<file path="src/rtl/alu_operand_loader_pkg.sv">
// Shared definitions for the ALU operand loader: FSM states, opcode encodings, frame geometry.
// Opcode validation helper is used only when ALU_OPCODE_CHECK_EN is defined.
package alu_operand_loader_pkg;

    typedef enum logic [1:0] {
        ST_OP     = 2'd0,
        ST_LOAD_A = 2'd1,
        ST_LOAD_B = 2'd2,
        ST_ISSUE  = 2'd3
    } state_e;

    localparam logic [2:0] OPC_AND  = 3'b000;
    localparam logic [2:0] OPC_OR   = 3'b001;
    localparam logic [2:0] OPC_ADD  = 3'b010;
    localparam logic [2:0] OPC_SUB  = 3'b011;
    localparam logic [2:0] OPC_NAND = 3'b100;
    localparam logic [2:0] OPC_MUL  = 3'b111;

    localparam int unsigned FRAME_BYTES   = 9;
    localparam int unsigned OPERAND_BYTES = 4;

    // Reserved bits must be zero and sel must not be one of the two unassigned codes.
    function automatic logic opcode_valid(input logic [7:0] op);
        return (op[7:3] == 5'd0) && (op[2:0] != 3'b101) && (op[2:0] != 3'b110);
    endfunction

endpackage

</file>
<file path="src/rtl/alu_operand_loader.sv">
// Assembles 9-byte frames (opcode, operand A, operand B) into one ALU operation with a
// valid/ready handshake. Optional opcode validation: define ALU_OPCODE_CHECK_EN.
module alu_operand_loader
    import alu_operand_loader_pkg::*;
#(
    parameter int unsigned LITTLE_ENDIAN = 1
) (
    input  logic        clk,
    input  logic        rst_n,
    input  logic [7:0]  in_data,
    input  logic        in_valid,
    output logic        in_ready,
    output logic [31:0] a,
    output logic [31:0] b,
    output logic [2:0]  sel,
    output logic        enable,
    output logic        out_valid,
    input  logic        out_ready,
    output logic        err
);

`ifdef ALU_OPCODE_CHECK_EN
    localparam bit OpcodeCheck = 1'b1;
`else
    localparam bit OpcodeCheck = 1'b0;
`endif

    state_e      state_q, state_d;
    logic [1:0]  cnt_q, cnt_d;
    logic [2:0]  sel_sh_q, sel_sh_d;
    logic [31:0] a_sh_q, a_sh_d;
    logic [31:0] b_sh_q, b_sh_d;
    logic        op_ok_q, op_ok_d;
    logic [31:0] a_q, a_d;
    logic [31:0] b_q, b_d;
    logic [2:0]  sel_q, sel_d;
    logic        out_valid_q, out_valid_d;
    logic        err_q, err_d;

    logic        accept;
    logic        last_byte;
    logic [1:0]  lane;
    logic [31:0] a_wr;
    logic [31:0] b_wr;

    assign in_ready  = (state_q != ST_ISSUE);
    assign accept    = in_valid && in_ready;
    assign last_byte = (cnt_q == 2'(OPERAND_BYTES - 1));

    // Big-endian puts the first operand byte in the top lane: lane = 3 - cnt.
    assign lane = (LITTLE_ENDIAN != 0) ? cnt_q : ~cnt_q;

    always_comb begin
        a_wr = a_sh_q;
        b_wr = b_sh_q;
        a_wr[{lane, 3'b000} +: 8] = in_data;
        b_wr[{lane, 3'b000} +: 8] = in_data;
    end

    always_comb begin
        state_d     = state_q;
        cnt_d       = cnt_q;
        sel_sh_d    = sel_sh_q;
        a_sh_d      = a_sh_q;
        b_sh_d      = b_sh_q;
        op_ok_d     = op_ok_q;
        a_d         = a_q;
        b_d         = b_q;
        sel_d       = sel_q;
        out_valid_d = out_valid_q;
        err_d       = 1'b0;

        unique case (state_q)
            ST_OP: begin
                if (accept) begin
                    sel_sh_d = in_data[2:0];
                    op_ok_d  = !OpcodeCheck || opcode_valid(in_data);
                    cnt_d    = 2'd0;
                    state_d  = ST_LOAD_A;
                end
            end
            ST_LOAD_A: begin
                if (accept) begin
                    a_sh_d = a_wr;
                    cnt_d  = cnt_q + 2'd1;
                    if (last_byte) begin
                        cnt_d   = 2'd0;
                        state_d = ST_LOAD_B;
                    end
                end
            end
            ST_LOAD_B: begin
                if (accept) begin
                    b_sh_d = b_wr;
                    cnt_d  = cnt_q + 2'd1;
                    if (last_byte) begin
                        cnt_d = 2'd0;
                        // Outputs only change when a frame is actually issued.
                        if (op_ok_q) begin
                            a_d         = a_sh_q;
                            b_d         = b_wr;
                            sel_d       = sel_sh_q;
                            out_valid_d = 1'b1;
                            state_d     = ST_ISSUE;
                        end else begin
                            err_d   = 1'b1;
                            state_d = ST_OP;
                        end
                    end
                end
            end
            ST_ISSUE: begin
                if (out_ready) begin
                    out_valid_d = 1'b0;
                    state_d     = ST_OP;
                end
            end
            default: state_d = ST_OP;
        endcase
    end

    always_ff @(posedge clk or negedge rst_n) begin
        if (!rst_n) begin
            state_q     <= ST_OP;
            cnt_q       <= 2'd0;
            sel_sh_q    <= 3'd0;
            a_sh_q      <= 32'd0;
            b_sh_q      <= 32'd0;
            op_ok_q     <= 1'b1;
            a_q         <= 32'd0;
            b_q         <= 32'd0;
            sel_q       <= 3'd0;
            out_valid_q <= 1'b0;
            err_q       <= 1'b0;
        end else begin
            state_q     <= state_d;
            cnt_q       <= cnt_d;
            sel_sh_q    <= sel_sh_d;
            a_sh_q      <= a_sh_d;
            b_sh_q      <= b_sh_d;
            op_ok_q     <= op_ok_d;
            a_q         <= a_d;
            b_q         <= b_d;
            sel_q       <= sel_d;
            out_valid_q <= out_valid_d;
            err_q       <= err_d;
        end
    end

    assign a         = a_q;
    assign b         = b_q;
    assign sel       = sel_q;
    assign out_valid = out_valid_q;
    assign enable    = out_valid_q;
    assign err       = OpcodeCheck ? err_q : 1'b0;

endmodule

</file>
<file path="config.mk">
export PLATFORM = sky130hd
export DESIGN_NAME = alu_operand_loader
export DESIGN_NICKNAME = d
export VERILOG_FILES = /design/src/rtl/alu_operand_loader_pkg.sv /design/src/rtl/alu_operand_loader.sv
export SDC_FILE = /design/constraint.sdc
export NUM_CORES = 1
export LEC_CHECK = 0
export CORE_MARGIN = 2
export CORE_UTILIZATION = 58
export DETAILED_ROUTE_END_ITERATION = 7
export PLACE_DENSITY = 0.84
export SYNTH_ARGS = -nofsm -noshare
export SYNTH_HDL_FRONTEND = slang
export SYNTH_SLANG_ARGS = --single-unit
</file>
<file path="constraint.sdc">
create_clock -name clk -period 4.2 [get_ports clk]
set_input_delay 0.63 -clock clk [delete_from_list [all_inputs] [get_ports clk]]
set_output_delay 0.63 -clock clk [all_outputs]
set_load 0.05 [all_outputs]
</file>
# --- Word level (Yosys, flattened, before mapping) ---
# Index checks and enable logic that the tools add are counted.
classes:
  shift: 2
  addsub: 2
  reduce_logical: 12
  mux: 17
  n_eq_ne: 12
op_table:
  columns: ["operator", "count"]
  rows:
  - ["32-bit bitwise mux", 2]
  - ["8-bit by 7-bit variable shift with 32-bit output (first input constant)", 1]
  - ["8-bit by 7-bit indexed part select with 32-bit output", 1]
  - ["2-bit 2-to-1 mux", 9]
  - ["2-bit != test (second input constant)", 7]
  - ["2-bit one-hot mux with 4 select lines", 1]
  - ["5-bit negator with 7-bit output", 1]
  - ["2-bit equality test (second input constant)", 3]
  - ["2-bit AND reduction", 3]
  - ["3-bit AND reduction", 2]
  - ["6-bit AND reduction", 1]
  - ["2-bit one-hot mux with 2 select lines", 1]
  - ["4-bit AND reduction", 1]
  - ["2-bit nonzero test", 2]
  - ["1-bit 2-to-1 mux", 3]
  - ["2-bit by 1-bit adder with 2-bit output (second input constant)", 1]
  - ["2-bit by 1-bit equality test with 1-bit output (second input constant)", 1]
  - ["2-bit logical NOT", 1]
  - ["2-bit by 1-bit != test with 1-bit output (second input constant)", 1]
  - ["1-bit one-hot mux with 2 select lines", 1]
  - ["2-bit OR reduction", 1]
  - ["1-bit logical AND", 1]
totals:
  word_cells: 54
  in_bits: 12
  register_bits: 139
  out_inout_bits: 71

# --- Logic depth before layout (Yosys ltp) ---
# Gate-level depths: netlist (run 1).
depth:
  ltp_word: 4
  ltp_mapped: 8
  mapped_depth_nobuf: 6

# --- Worst setup path before layout (run 1) ---
# Ideal clock, no wire load.
synth_timing:
  kind: "register -> register"
  from: "reg cnt_q[0]"
  to: "reg b_q[22] (netlist: b[22])"
  n_path_buf: 1
  setup_time_ns: 0.077
  required_ns: 4.123
  stages_incl_launch_ff: 7
  arrival_ns: 1.757
  slack_ns: 2.365
  synth_period_minus_slack_ns: 1.835
  path_cell_list: "dfrtp_1 > inv_2 > ha_1 > nor4b_4 > buf_4 > a31oi_1 > a21oi_1"
synth_between:
  elab_chain_cells: 3
  elab_cells_between_ends: 6
  classes_between: "1 x add/sub; 1 x eq/ne; 2 x shift; 1 x mux; 1 x reduce/logical"
synth_lines:
  columns: ["item", "line", "rtl"]
  rows:
  - ["from (decl)", "alu_operand_loader.sv:29", "logic [1:0] cnt_q, cnt_d;"]
  - ["from (signal assigned)", "alu_operand_loader.sv:137", "cnt_q <= cnt_d;"]
  - ["5-bit negator with 7-bit output", "alu_operand_loader.sv:57", "b_wr[{lane, 3'b000} +: 8] = in_data;"]
  - ["8-bit by 7-bit indexed part select with 32-bit output or 8-bit by 7-bit variable shift with 32-bit output (tied branches)", "alu_operand_loader.sv:57", null]
  - ["32-bit bitwise mux", "alu_operand_loader.sv:57", null]
  - ["to (signal assigned)", "alu_operand_loader.sv:131", "b_q <= 32'd0;"]
  - ["to (signal assigned)", "alu_operand_loader.sv:143", "b_q <= b_d;"]
  - ["to (decl)", "alu_operand_loader.sv:35", "logic [31:0] b_q, b_d;"]
# Parallel ways exist; a longest one is shown, timed or not.
# A chain may end at the register's enable or synchronous reset.

# --- Final worst setup path (run 1) ---
layout_timing:
  from: "reg state_q[1]"
  to: "out in_ready"
layout_between:
  elab_chain_cells: 1
layout_lines:
  columns: ["item", "line", "rtl"]
  rows:
  - ["from (decl)", "alu_operand_loader.sv:28", "state_e state_q, state_d;"]
  - ["from (signal assigned)", "alu_operand_loader.sv:136", "state_q <= state_d;"]
  - ["2-bit != test", "alu_operand_loader.sv:46", "assign in_ready = (state_q != ST_ISSUE);"]
  - ["to (decl)", "alu_operand_loader.sv:12", "output logic in_ready,"]
# Every way passes these cells.

==> flow_summary.json, run 1 <==
{
  "outcome": "completed",
  "gp_congestion": 0.820,
  "timing.fmax_mhz": 369,
  "drc": 0,
  "clock-root-buffer": "clkbuf_8",
  "finalNetCount": 636,
  "holdBufCountCts": 0,
  "cts.path.max_buffers": 2,
  "antenna_found_initial": 0,
  "synth_seq_cells": 139,
  "syn_inst": 545,
  "fin_setup_tns_ps": 0,
  "overflow": 0,
  "cts-resized-gates": 0,
  "fin_skew_ps": 7.98,
  "grt_pass1_vias": 4385,
  "floorplan.initialDensity_pct": 59.3,
  "drt-initial-drc-count": 322,
  "leakagePower_uw": 0.00322,
  "dp.cells": 729,
  "p_per_area_mw_per_mm2": 786,
  "synthDistinctLibCells": 32,
  "syn_to_final_growth_pct": 21.4,
  "die_h_um": 106,
  "hold_class": "input pin to asynchronous set/reset pin",
  "htree_levels": 4,
  "cts_tree": "yes",
  "synth_fp_nets": 569,
  "postRouteAntennaNets": 0,
  "die_width_um": 106,
  "rows": 37,
  "grt_max_degree": 74,
  "cts_made_buffers": 17,
  "cp-end-kind": "output pin",
  "post-cts-setup-buffer-count": 0,
  "routed_wl_um": 13400,
  "final_max_slew_viol_count": 0,
  "io_buffer_count": 81,
  "rsz0062_at_grt": "false",
  "path_clk_slew_ps": 60,
  "coreArea_mm2": 0.0102,
  "num_antenna_cells": 0,
  "ir_drop_mv": 0.453,
  "vias": 4381,
  "grt_pass1_wl_um": 22300,
  "yosysWarnings": 0,
  "critPathLaunchType": "flop",
  "clk_latency_ps": 520,
  "cap_violations": 0,
  "drive_above_1_share_pct": 13.1,
  "io_pins": 83,
  "grtUsageTotal_pct": 25.5,
  "ys_seq_area_share_pct": 57.3,
  "critPathKind": "flop to output pin",
  "most-common-layout-cells": "dfrtp_1 (139), nand2_1 (99), clkdlybuf4s50_1 (80)",
  "tightest_slew_ps": 842,
  "synthesis.area_mm2": 0.00607,
  "place.detailed.hpwl_um": 8370,
  "crit_arrival_ps": 2080,
  "fin_crit_ps": 2710,
  "avgRoutedWirePerCell_um": 17.7,
  "finalSetupViolCount": 0,
  "clkSinkCount": 139,
  "hold_violations": 0,
  "maxSlewHeadroom_pct": 43.9,
  "fin_cells": 761,
  "required_ps": 3570,
  "die-area_mm2": 0.0113,
  "dr.pass1.iters": 4,
  "fin_crit_sh_pct": 64.5,
  "cp_max_fo": 5,
  "detail_route.vias_per_cell": 5.76,
  "avgSynthCellArea_um2": 11.1,
  "mostFrequentLayoutCell": "dfrtp_1"
}
worst max-delay path, stage by stage, from the launching register on:
cell and delay (ps):
dfrtp_1 420, ha_1 250, inv_1 90, clkdlybuf4s50_1 800
stage by stage:
step / setup WS (ps) / total power (uW) / hold WS, ps / utilization, % / cell area [um^2]
floorplan: 2370 / 3690 / 334 / - / 6070
global placement: 1350 / 4300 / 453 / 66.6 / 6820
detailed placement: 1270 / 4390 / 462 / 66.6 / 6820
CTS: 1480 / 5810 / 237 / 72.0 / 7370
global route: 1430 / 6080 / 261 / 72.0 / 7370
finish: 1490 / 5790 / 205 / 72.0 / 7370
per-layer routing:
| layer | track usage [%] | vias to the layer above | part of all wire [%] |
|---|---|---|---|
| met5 | 0 | - | 0 |
| met4 | 9.30 | 0 | 2.5 |
| met3 | 6.32 | 28 | 5.8 |
| li1 | - | 1996 | - |
| met2 | 40.6 | 167 | 49 |
| met1 | 34.3 | 2190 | 43 |
area by class of cell:
class	count	area, um^2
clock buffer	19	432
clock inverter	13	120
fill	656	2860
inverter	6	22.5
multi-input combinational	363	2280
sequential	139	3480
tap	136	170
timing repair buffer	85	863
cells in the mapped netlist, drive strengths merged:
| cell type | n | area, um^2 |
|---|---|---|
| dfrtp | 139 | 3480 |
| mux2i | 1 | 10.0 |
| nor3 | 1 | 16.3 |
| nor2 | 37 | 139 |
| inv | 6 | 22.5 |
| nand2 | 99 | 372 |
| nor2b | 25 | 156 |
| nand2b | 9 | 56.3 |
| a31oi | 33 | 206 |
| a21oi | 25 | 125 |
| o21ai | 65 | 325 |
| and3 | 1 | 11.3 |
| nand3 | 8 | 40.0 |
| nor4b | 1 | 23.8 |
| buf | 20 | 221 |
| nor3b | 1 | 18.8 |
| clkbuf | 17 | 63.8 |
| o22ai | 1 | 12.5 |
| conb | 1 | 3.75 |
| and4bb | 1 | 12.5 |
| a221oi | 1 | 15.0 |
| mux2 | 39 | 567 |
| ha | 12 | 150 |
| a32o | 2 | 20.0 |
registers in the layout, summed over array words and instances (netlist names):
signal    flops
b            32
a            32
enable        1
a_sh_q       32
cnt_q         2
sel           3
sel_sh_q      3
state_q       2
b_sh_q       32
final timing paths:
| check | startpoint | endpoint | slack, ps | depth (start not counted) |
|---|---|---|---|---|
| max reg2reg | state_q[1] | a[9] | 1740 | 6 |
| min reg2reg | b_sh_q[13] | b_sh_q[13] | 470 | 2 |
| max in group asynchronous | rst_n | a[9] | 3150 | 2 |
| max | state_q[1] | in_ready | 1490 | 3 |
| min | rst_n | a[6] | 200 | 1 |
| min in group clk | b_sh_q[13] | b_sh_q[13] | 470 | 2 |
logic make-up (layout without fill, tap and decap cells):
group,count (synthesis),count (layout),synth area share [%]
buffers and inverters,43,123,5.07
muxes,40,40,9.51
other,1,1,0.0618
and+or+nand+nor,183,183,13.9
AOI/OAI and AO/OA,127,127,11.6
DFF,139,139,57.3
adders and majority gates,12,12,2.47
where the power goes:
part,internal (uW),switching [uW]
registers,1750,269
logic,836,1560
clock network,802,575
total,3390,2400
Power figures use the tool's default switching activity.
==> inputs of run 2 (changes only) <==
--- a/config.mk
+++ b/config.mk
@@ -6,9 +6,9 @@
 export NUM_CORES = 1
 export LEC_CHECK = 0
 export CORE_MARGIN = 2
-export CORE_UTILIZATION = 58
+export CORE_UTILIZATION = 55
 export DETAILED_ROUTE_END_ITERATION = 7
-export PLACE_DENSITY = 0.84
+export PLACE_DENSITY = 0.8
 export SYNTH_ARGS = -nofsm -noshare
 export SYNTH_HDL_FRONTEND = slang
 export SYNTH_SLANG_ARGS = --single-unit
==> constraint.sdc (replaced) <==
create_clock -name clk -period 2.7 [get_ports clk]
set_input_delay 0.405 -clock clk [delete_from_list [all_inputs] [get_ports clk]]
set_output_delay 0.405 -clock clk [all_outputs]
set_load 0.05 [all_outputs]
==> run 2 against run 1 <==
Effect of this change:
- routed wire length decreased by 2.4%
- sequential share of layout area decreased by 0.85 points
- largest power group unchanged
- worst hold slack improved by 190 ps
- register-to-register slack got worse by 1300 ps
- sequential power increased by 55%
==> flow_summary.json, run 2 (synthesized netlist as in run 1, its figures left out) <==
{
  "vias": 4337,
  "critPathKind": "flop to output pin",
  "floorplan.initialDensity_pct": 56.2,
  "leakagePower_uw": 0.00331,
  "coreArea_mm2": 0.0108,
  "mostFrequentLayoutCell": "dfrtp_1",
  "clkSinkCount": 139,
  "routed_wl_um": 13100,
  "io_buffer_count": 81,
  "drive_above_1_share_pct": 13.9,
  "outcome": "completed",
  "gp_congestion": 0.775,
  "avgRoutedWirePerCell_um": 17.0,
  "die_width_um": 109,
  "most-common-layout-cells": "dfrtp_1 (139), nand2_1 (99), clkdlybuf4s50_1 (80)",
  "finalNetCount": 644,
  "drc": 0,
  "place.detailed.hpwl_um": 8310,
  "fin_crit_ps": 2470,
  "die-area_mm2": 0.0119,
  "required_ps": 2300,
  "ir_drop_mv": 0.689,
  "htree_levels": 4,
  "grtUsageTotal_pct": 23.8,
  "antenna_found_initial": 0,
  "die_h_um": 109,
  "postRouteAntennaNets": 0,
  "grt_max_degree": 91,
  "cp-end-kind": "output pin",
  "post-cts-setup-buffer-count": 0,
  "timing.fmax_mhz": 404,
  "fin_crit_sh_pct": 91.7,
  "cp_max_fo": 5,
  "cts_tree": "yes",
  "overflow": 0,
  "hold_violations": 0,
  "io_pins": 83,
  "cts.path.max_buffers": 2,
  "syn_to_final_growth_pct": 23.7,
  "clock-root-buffer": "clkbuf_8",
  "clk_latency_ps": 530,
  "rsz0062_at_grt": "false",
  "crit_arrival_ps": 2070,
  "final_max_slew_viol_count": 0,
  "drt-initial-drc-count": 228,
  "p_per_area_mw_per_mm2": 1230,
  "critPathLaunchType": "flop",
  "grt_pass1_vias": 4270,
  "num_antenna_cells": 0,
  "hold_class": "input pin to asynchronous set/reset pin",
  "dpl_worst_slack_ps": 483,
  "cts_made_buffers": 17,
  "cap_violations": 0,
  "maxSlewHeadroom_pct": 56.9,
  "setup_slack_ps": 225,
  "rows": 38,
  "fin_setup_tns_ps": 0,
  "detail_route.vias_per_cell": 5.62,
  "tightest_slew_ps": 645,
  "cts-resized-gates": 0,
  "grt_pass1_wl_um": 21500,
  "path_clk_slew_ps": 60,
  "dr.pass1.iters": 5,
  "fin_skew_ps": 12.2,
  "finalSetupViolCount": 0
}
run 2: path summary, 6_finish.rpt:
check | depth (start not counted) | from | to | slack, ps
worst max-delay path | 3 | state_q[1] | in_ready | 230
worst min register to register | 2 | b_sh_q[8] | b_sh_q[8] | 470
max in group asynchronous | 3 | rst_n | sel[2] | 1460
worst max register to register | 5 | cnt_q[0] | a_sh_q[10] | 460
min in group clk | 2 | b_sh_q[8] | b_sh_q[8] | 470
worst min-delay path | 2 | rst_n | a[6] | 400
run 2: what timing repair did:
item / 4_1_cts / 5_1_grt
endpoints found under the setup margin: 0 / 0
hold buffers: 1 / 0
endpoints found under the hold margin: 39 / 0
run 2: through the flow:
stage                     hold WS (ps)  power [uW]  std cells  cell area (um^2)  utilization, %
final                              399        9260        772              7500            69.5
after detailed placement           415        6850        740              6890            63.8
after floorplan                    109        5740        545              6070               -
after global routing               437        9730        772              7500            69.5
after CTS                          416        9300        772              7500            69.5
after global placement             402        6730        740              6890            63.8
run 2: metal layers:
layer | GRT usage (%) | wire, um | share of wire [%]
met1 | 32.8 | 5830 | 44
met3 | 5.26 | 692 | 5.3
met2 | 37.7 | 6320 | 48
met4 | 8.15 | 275 | 2.1
met5 | 0 | 0 | 0
run 2: layout make-up:
cell class,instances,area [um^2]
Inverter,6,22.5
Multi-Input combinational cell,363,2280
Timing Repair Buffer,93,938
Fill cell,742,3290
Clock inverter,13,189
Tap cell,140,175
Clock buffer,18,418
Sequential cell,139,3480
run 2: power breakdown:
| group | total, uW | switching (uW) | internal (uW) |
|---|---|---|---|
| logic | 3730 | 2410 | 1320 |
| registers | 3130 | 405 | 2730 |
| clock network | 2400 | 898 | 1500 |
run 2: critical path: stages (launching register included):
cell and delay (ps):
dfrtp_1 420, ha_1 240, inv_1 90, clkdlybuf4s50_1 800
==> inputs of run 3 (changes only) <==
--- a/config.mk
+++ b/config.mk
@@ -5,10 +5,11 @@
 export SDC_FILE = /design/constraint.sdc
 export NUM_CORES = 1
 export LEC_CHECK = 0
+export ABC_AREA = 1
 export CORE_MARGIN = 2
-export CORE_UTILIZATION = 55
+export CORE_UTILIZATION = 58
 export DETAILED_ROUTE_END_ITERATION = 7
-export PLACE_DENSITY = 0.8
+export PLACE_DENSITY = 0.84
 export SYNTH_ARGS = -nofsm -noshare
 export SYNTH_HDL_FRONTEND = slang
 export SYNTH_SLANG_ARGS = --single-unit
==> constraint.sdc (replaced) <==
create_clock -name clk -period 3.15 [get_ports clk]
set_input_delay 0.4725 -clock clk [delete_from_list [all_inputs] [get_ports clk]]
set_output_delay 0.4725 -clock clk [all_outputs]
set_load 0.05 [all_outputs]
==> run 3 against run 2 <==
Effect of this change:
- clock power decreased by 9.2%
- synthesized area rose by 1.9%
- final cell count increased by 20%
==> flow_summary.json, run 3 <==
{
  "p_seq_share_pct": 33.8,
  "setup_slack_ps": 515,
  "die_h_um": 107,
  "avgRoutedWirePerCell_um": 16.1,
  "synth_fp_nets": 730,
  "final_max_slew_viol_count": 0,
  "dpl_worst_slack_ps": 473,
  "synthFlopType": "dfrtp_1",
  "wl_met2_um": 7230,
  "drc": 0,
  "leakagePower_uw": 0.00399,
  "wl_met1_um": 6360,
  "mostFrequentLayoutCell": "nand2_1",
  "netlist.area_leader.share_pct": 56.3,
  "regArea_mm2": 0.00348,
  "multi_input_area_mm2": 0.00241,
  "io_buffer_count": 81,
  "cts.path.max_buffers": 2,
  "drt-initial-drc-count": 429,
  "synthTopCellsByArea": "dfrtp_1 (56%), nand2_1 (20%), nand3_1 (6.2%), ha_1 (2.4%), or2_2 (1.7%)",
  "outcome": "completed",
  "cpPeakStageDelay_ps": 800,
  "io_pins": 83,
  "fin_setup_tns_ps": 0,
  "cp-end-kind": "output pin",
  "p_sw_share_pct": 40.2,
  "cp_max_fo": 5,
  "vias": 5141,
  "timing.fmax_mhz": 380,
  "detail_route.vias_per_cell": 5.53,
  "die-area_mm2": 0.0115,
  "place.detailed.hpwl_um": 9800,
  "clock-root-buffer": "clkbuf_8",
  "maxSlewHeadroom_pct": 25.8,
  "ys_async_sr_fraction_pct": 100,
  "cp_cell_sequence": "ha_1, inv_1, clkdlybuf4s50_1",
  "required_ps": 2680,
  "hold_violations": 0,
  "ys_seq_area_share_pct": 56.3,
  "synth_seq_cells": 139,
  "fin_crit_sh_pct": 83.6,
  "grt_max_degree": 73,
  "routed_wl_um": 15000,
  "p_int_uw": 4750,
  "clkSinkCount": 139,
  "dr_wl_met3_um": 964,
  "clk_latency_ps": 530,
  "synth.most_common_cell": "nand2_1",
  "fin_skew_ps": 6.61,
  "floorplan.initialDensity_pct": 59.9,
  "cts_tree": "yes",
  "drive_above_1_share_pct": 10.1,
  "grt_pass1_wl_um": 25100,
  "htree_levels": 4,
  "comb_power_share_pct": 38.8,
  "die_width_um": 107,
  "synthDistinctLibCells": 29,
  "clock_power_share_pct": 27.4,
  "cts_made_buffers": 17,
  "overflow": 0,
  "synthesis.area_mm2": 0.00618,
  "num_antenna_cells": 0,
  "grt_pass1_vias": 5127,
  "p_per_area_mw_per_mm2": 1040,
  "fill_cells": 727,
  "fin_crit_ps": 2630,
  "switchingPower_uw": 3200,
  "rsz0062_at_grt": "false",
  "avgSynthCellArea_um2": 8.75,
  "cp_slowest_cell": "clkdlybuf4s50_1",
  "ir_drop_mv": 0.572,
  "synth_common_cells": "nand2_1 (330), dfrtp_1 (139), nand3_1 (76)",
  "antenna_found_initial": 0,
  "most-common-layout-cells": "nand2_1 (330), dfrtp_1 (139), clkdlybuf4s50_1 (80)",
  "yosysWarnings": 0,
  "critPathKind": "flop to output pin",
  "finalSetupViolCount": 0,
  "coreArea_mm2": 0.0103,
  "postRouteAntennaNets": 0,
  "syn_to_final_growth_pct": 24.3,
  "dr.pass1.iters": 5,
  "critPathLaunchType": "flop",
  "synth-edff-count": 0,
  "cap_violations": 0,
  "hold_class": "input pin to asynchronous set/reset pin",
  "path_clk_slew_ps": 60,
  "post-cts-setup-buffer-count": 0,
  "tightest_slew_ps": 1110,
  "finalNetCount": 806,
  "synth_top_area_cell": "dfrtp_1",
  "rows": 37,
  "syn_inst": 706,
  "topRoutingLayerUsed": "met4",
  "gp_congestion": 0.963,
  "crit_arrival_ps": 2160,
  "grtUsageTotal_pct": 27.9
}
[run 3: cell count changes after synthesis, moves of 25 or more]
cell	before	now
nor2b_1	25	0
o21ai_0	48	21
a31oi_1	33	0
nand2_1	99	330
nor2_1	37	5
nand3_1	8	76
mux2_4	34	0
[run 3: area by class of cell]
type / count / area share, %
Clock buffer: 21 / 5.98
Clock inverter: 10 / 2.44
Inverter: 30 / 1.47
Multi-Input combinational cell: 508 / 31.4
Sequential cell: 139 / 45.3
Tap cell: 136 / 2.22
Timing Repair Buffer: 86 / 11.2
[run 3: final timing paths]
check,from,endpoint,slack (ps),depth (start not counted)
min in group clk,b[29],b[29],470,2
max,state_q[1],in_ready,520,3
max reg2reg,state_q[1],a[13],690,7
min,rst_n,b[9],430,2
max in group asynchronous,rst_n,a[16],1920,3
min reg2reg,b[29],b[29],470,2
[run 3: cells by family after synthesis]
logic type               synth area share (%)
flip-flops                               56.3
other                                  0.0607
buffers and inverters                    4.70
adder cells (fa/ha/maj)                  2.43
AO/OA/AOI/OAI                            5.39
AND/OR/NAND/NOR                          31.1
[run 3: stage by stage]
stage | total power (uW) | cells | util [%] | hold slack, ps | instance area, um^2
4_1_cts | 7930 | 930 | 74.4 | 442 | 7680
2_1_floorplan | 4820 | 706 | - | 177 | 6180
5_1_grt | 8340 | 930 | 74.4 | 471 | 7680
3_5_place_dp | 5700 | 898 | 68.0 | 441 | 7020
6_report | 7950 | 930 | 74.4 | 427 | 7680
3_3_place_gp | 5560 | 898 | 68.0 | 435 | 7020
[run 3: timing repair]
| item | CTS | global route |
|---|---|---|
| hold endpoints to repair | 31 | 0 |
| gates resized for setup | 0 | 0 |
| hold buffers | 1 | 0 |
[run 3: power groups by stage]
stage	Sequential (uW)	Combinational, uW	Clock, uW
6_report	2690	3080	2180
5_1_grt	2750	3330	2260
4_1_cts	2680	3070	2180
3_5_place_dp	2700	3010	0
3_3_place_gp	2660	2900	0
2_1_floorplan	3370	1450	0
[run 3: worst max-delay path: cells and delay by family (launching register included)]
| kind | cells | cell delay (ps) |
|---|---|---|
| DFF | 1 | 440 |
| adders and majority gates | 1 | 290 |
| buffers and inverters | 2 | 910 |
[run 3: per-layer routing]
| layer | global-route usage, % | vias to the layer above |
|---|---|---|
| met5 | 0 | - |
| met4 | 10.4 | 0 |
| met3 | 6.02 | 50 |
| met2 | 44.7 | 210 |
| met1 | 37.8 | 2494 |
| li1 | - | 2387 |
